==> src/rtl/instruction_fetch.sv <==
// instruction_fetch: PC sequencer issuing instruction-RAM reads and presenting words to decode
module instruction_fetch #(
    parameter logic [31:0] RESET_PC  = 32'd0,
    parameter int          MEM_DEPTH = 256,
    parameter logic [31:0] HALT_WORD = 32'hFFFFFFFF
) (
    input  logic        Clk,
    input  logic        Reset,
    input  logic        Run,
    input  logic        Stall,
    input  logic        Branch_Taken,
    input  logic [31:0] Branch_Target,
    output logic        Enable,
    output logic        RW_ram,
    output logic [31:0] Address_in,
    input  logic [31:0] Out,
    output logic [31:0] instruction,
    output logic        Instr_Valid,
    output logic [31:0] PC,
    output logic        Halted
);
    typedef enum logic [2:0] {IDLE, FETCH, WAIT, ISSUE, HALTED} state_t;
    state_t      state, state_n;
    logic [31:0] pc_n, instr_n;
    logic        redirect;
    function automatic logic [31:0] wrap(input logic [31:0] a);
        return a % 32'(MEM_DEPTH);
    endfunction
    assign redirect    = Branch_Taken && (state == FETCH || state == WAIT || state == ISSUE);
    assign Enable      = state == FETCH;
    assign Instr_Valid = state == ISSUE;
    assign Halted      = state == HALTED;
    assign RW_ram      = 1'b1;
    assign Address_in  = PC;
    // next state, PC and held word; a redirect overrides every other transition
    always_comb begin
        state_n = state;
        pc_n    = PC;
        instr_n = instruction;
        case (state)
            IDLE:    state_n = Run ? FETCH : IDLE;
            FETCH:   state_n = WAIT;
            WAIT: begin
                instr_n = Out;
                pc_n    = wrap(PC + 32'd1);
                state_n = ISSUE;
            end
            ISSUE:   state_n = Stall ? ISSUE : (instruction == HALT_WORD) ? HALTED : Run ? FETCH : IDLE;
            default: state_n = HALTED;
        endcase
        if (redirect) begin
            state_n = FETCH;
            pc_n    = wrap(Branch_Target);
            instr_n = instruction;
        end
    end
    // state, PC and instruction registers with immediate reset
    always_ff @(posedge Clk or posedge Reset) begin
        if (Reset) begin
            state       <= IDLE;
            PC          <= RESET_PC;
            instruction <= 32'd0;
        end else begin
            state       <= state_n;
            PC          <= pc_n;
            instruction <= instr_n;
        end
    end
endmodule

==> config.mk <==
export PLATFORM = sky130hd
export DESIGN_NAME = instruction_fetch
export DESIGN_NICKNAME = d
export VERILOG_FILES = /design/src/rtl/instruction_fetch.sv
export SDC_FILE = /design/constraint.sdc
export NUM_CORES = 1
export LEC_CHECK = 0
export ABC_CLOCK_PERIOD_IN_PS = 3600
export CORE_UTILIZATION = 30
export DETAILED_ROUTE_END_ITERATION = 16
export GPL_TIMING_DRIVEN = 0
export HOLD_SLACK_MARGIN = 0.1
export PLACE_DENSITY = 0.71
export SLEW_MARGIN = 20
export SYNTH_ARGS = -nofsm -noshare
export SYNTH_HDL_FRONTEND = slang
export SYNTH_SLANG_ARGS = --single-unit
==> constraint.sdc <==
create_clock -name Clk -period 3.6 [get_ports Clk]
set_input_delay 0.72 -clock Clk [delete_from_list [all_inputs] [get_ports Clk]]
set_output_delay 0.72 -clock Clk [all_outputs]
set_load 0.005 [all_outputs]
# == Word level (Yosys, flattened, before mapping) ==
# Index checks and enable logic that the tools add are counted.
# word_totals
input_bits,69
reg_bits,67
word_cells,23
output_inout_bits,100
# op_classes
add_sub_neg,1
n_eq_ne,5
bitwise,1
reduce_logical,6
muxes,7
# op_table
operator,count
two-way mux 32 bit,2
"equality test 32 bit, second input constant",1
case mux 3 bit (4 select lines),1
two-way mux 3 bit,3
"adder 8 x 1 -> 8 bit, second input constant",1
"equality test 3 x 2 -> 1 bit, second input constant",2
"equality test 3 x 1 -> 1 bit, second input constant",1
"equality test 3 bit, second input constant",1
zero test 3 bit,1
logical OR 1 bit,2
AND reduction 2 bit,1
nonzero test 2 bit,1
logical AND 1 bit,1
two-way mux 1 bit,1
NOT 1 bit,1

# == Logic depth before layout (Yosys ltp) ==
# depth
word_depth,6
ltp_mapped,6

# == Least setup slack after synthesis ==
# Ideal clock, no wire load.
# synth_timing
path_kind,input to register
start,in Branch_Taken
end,reg instruction[0]
slack_ns,1.771
cell_stages,6
setup_ns,0.117
arrival_ns,1.713
cell_sequence,or4b_1 -> buf_2 -> buf_6 -> buf_6 -> nand2_1 -> nand2_1
# synth_between
elab_chain_cells,3
# synth_rtl
item,line_no,rtl
start: declaration,11,"input logic Branch_Taken,"
logical AND 1 bit,29,assign redirect = Branch_Taken && (state == FETCH || state == WAIT || state == ISSUE);
NOT 1 bit (no line),-,
AND reduction 2 bit (no line),-,
end signal: assignment,66,instruction <= instr_n;
end: declaration,17,"output logic [31:0] instruction,"
# Every way passes these cells.
# A chain may end at the register's enable or synchronous reset.

# == Worst setup path in the final report ==
# layout_timing
start,reg state[0]
end,out Halted
# layout_between
elab_chain_cells,1
# layout_rtl
item,line_no,rtl
start: declaration,23,"state_t state, state_n;"
start signal: assignment,64,state <= state_n;
equality test 3 bit,32,assign Halted = state == HALTED;
end: declaration,20,output logic Halted
# Every way passes these cells.

==> results.txt <==
# DRC -> 0
Number of DRC markers in iteration 0 -> 60
Detailed Routing Iterations Pass 1 -> 6
Clk_lat worst skew -> 300 ps
Synth Flop Type -> dfrtp_1
Worst Path Required -> 2880 ps
Die area -> 8270 um^2
Initial antenna violation count -> 0
Pin count of the biggest net entering global routing -> 25
PostCTS Resize Cnt -> 0
CP Launch Type -> flop
CTS tree -> yes
Clk sink count -> 43
Seq/Total Area, Yosys -> 0.454
Setup violators final -> 0
Crit end category -> primary output
Count leader, synth -> nand2_1
Top Ports -> 169
Asr flop ratio synth -> 1.00
Row count -> 32
Die width -> 90.9 um
First-pass GRT wire length -> 9520 um
Initial Util -> 0.309
Post-synth EDFFs -> 0
Worst min-delay path class -> flop to flop
# nets final -> 500
Post-synth cell types -> 35
Routed WL -> 5880 um
Average wire per standard cell -> 11.0 um
Placer Congestion -> 0.749
FMAX -> 0.412 GHz
Dominant cells by area after synthesis -> dfrtp_1, buf_4, nand2_1
Unrepaired setup endpoints after global routing -> false
Max-slew violation count -> 0
Core area -> 7690 um^2
Post-synthesis instance area -> 2370 um^2
Via count -> 2188
Max FO, Critical Path -> 8
Critical Path AT -> 1710 ps
H-Tree Depth -> 2
Area Overhead vs Synth -> 58.2%
Share of layout cells above drive strength 1 -> 0.188
VDD IR max -> 0.000124 V
Final hold vios -> 0
Final instance area -> 3750 um^2
Yosys top cell by area -> dfrtp_1
Clock buffer depth -> 2
Leak Pwr -> 1.91 nW
TritonCTS Buffers -> 5
Clk slew on worst S/H paths -> 90 ps
Critical-path top delay cell -> clkdlybuf4s50_1
Cells after Synth -> 280
Port Buffers -> 95
Vias/cell -> 4.11
Worst Max-Slew Pin Slew -> 609 ps
Area post-placement -> 3650 um^2
CP Class -> flop to primary output
Fillers -> 759
Global route overflow -> 0
Die Height -> 90.9 um
P per Cell Area -> 247 nW/um^2
Inserted Diodes -> 0
Slew Limit Headroom -> 0.592
Vias in the first global route -> 1995
Min Tclk post-route -> 2430 ps
Max_cap viols -> 0
Hold buffer count at cts -> 0
Status -> complete, no violations
Bufs and invs on worst path -> 1
Post-route ant nets -> 0
CP Cell Sequence -> or2_2 -> nor2_1 -> clkdlybuf4s50_1
Sum Neg Setup Slack -> 0 ps
Worst path top cell family by delay -> buffers and inverters
Flops & latches, synth -> 43
# Post-CTS Setup Buffers -> 0
Synth warn -> 0
Clk_skew -> 10.3 ps
Avg Cell Area, Syn -> 8.47 um^2
HPWL after DPL -> 4560 um
Synth top cells by count -> nand2_1, buf_4, dfrtp_1, nand4_1, nor2_1
Tot GR Track Use -> 0.143
Synth top area share -> 0.454
Fin crit share -> 0.675
Clock root buffer master -> clkbuf_8
Delay of the slowest critical-path stage -> 520 ps
==> flip-flops by register name (all words and copies together), names as in the netlist <==
signal,count
instruction,32
state,3
Address_in,8
==> cells by family (layout without fill, tap and decap cells) <==
logic type / Yosys count / in the layout / synth area share
AO/OA/AOI/OAI: 18 / 18 / 0.0570
buffers and inverters: 70 / 174 / 0.210
XOR/XNOR: 1 / 1 / 0.00369
adder cells (fa/ha/maj): 1 / 1 / 0.00527
flip-flops: 43 / 43 / 0.454
other: 2 / 49 / 0.00317
AND/OR/NAND/NOR: 144 / 144 / 0.263
multiplexers: 1 / 1 / 0.00422
==> stage by stage <==
stage | hold slack [ps] | setup WS, ps | utilization | total power, mW | cells
detailed placement | 488 | 1110 | 0.475 | 0.606 | 525
global placement | 485 | 940 | 0.472 | 0.603 | 524
floorplan | 487 | 1770 | - | 0.550 | 327
CTS | 511 | 1160 | 0.488 | 0.939 | 533
global route | 534 | 1100 | 0.488 | 0.968 | 533
finish | 507 | 1170 | 0.488 | 0.927 | 533
==> layout by cell type (no fill, tap or decap), drive strengths merged, types with 4 or more instances in the layout <==
cell,netlist,routed
nor2,8,8
clkdlybuf4s50,0,95
nor4,4,4
dfrtp,43,43
conb,2,49
nand2,107,107
o21ai,5,5
nand4,8,8
clkbuf,2,8
buf,65,66
==> power breakdown <==
group          total (mW)  leakage [nW]  switching, mW  internal (mW)
clock network       0.329        0.0474          0.172          0.157
logic               0.115          1.28         0.0366         0.0786
registers           0.482         0.585              0          0.482
==> per-layer routing <==
metal | wire length (um) | up-vias | share of wire | GRT usage
li1 | - | 1098 | - | -
met1 | 2440 | 972 | 0.41 | 0.172
met2 | 2750 | 107 | 0.47 | 0.237
met3 | 606 | 11 | 0.10 | 0.0530
met4 | 89 | 0 | 0.015 | 0.0450
met5 | 0 | - | 0 | 0
==> worst register-to-register path: cells and delay by family, from the launching register on <==
kind,cells,cell delay [ps]
flip-flops,1,470
AO/OA/AOI/OAI,3,860
AND/OR/NAND/NOR,1,330
==> final timing paths <==
kind / to / slack, ps / startpoint / cells after the start
worst max-delay path: Halted / 1170 / state[0] / 3
worst min-delay path: instruction[23] / 510 / instruction[23] / 2
worst max register to register: Address_in[3] / 1830 / state[0] / 4
worst min register to register: instruction[23] / 510 / instruction[23] / 2
max in group asynchronous: instruction[17] / 2350 / Reset / 3
min in group asynchronous: Address_in[5] / 760 / Reset / 2
==> final cells by class <==
cell class              instances  area [um^2]  share of cell area
plain buffers                  67          488               0.130
clock buffers                   6         82.6              0.0220
clock inverters                 2         16.3             0.00433
inverters                       3         11.3             0.00300
multi-input cells             214          973               0.259
flip-flops and latches         43         1080               0.287
well taps                     102          128              0.0340
repair buffers                 96          978               0.261
Power figures use the tool's default switching activity.
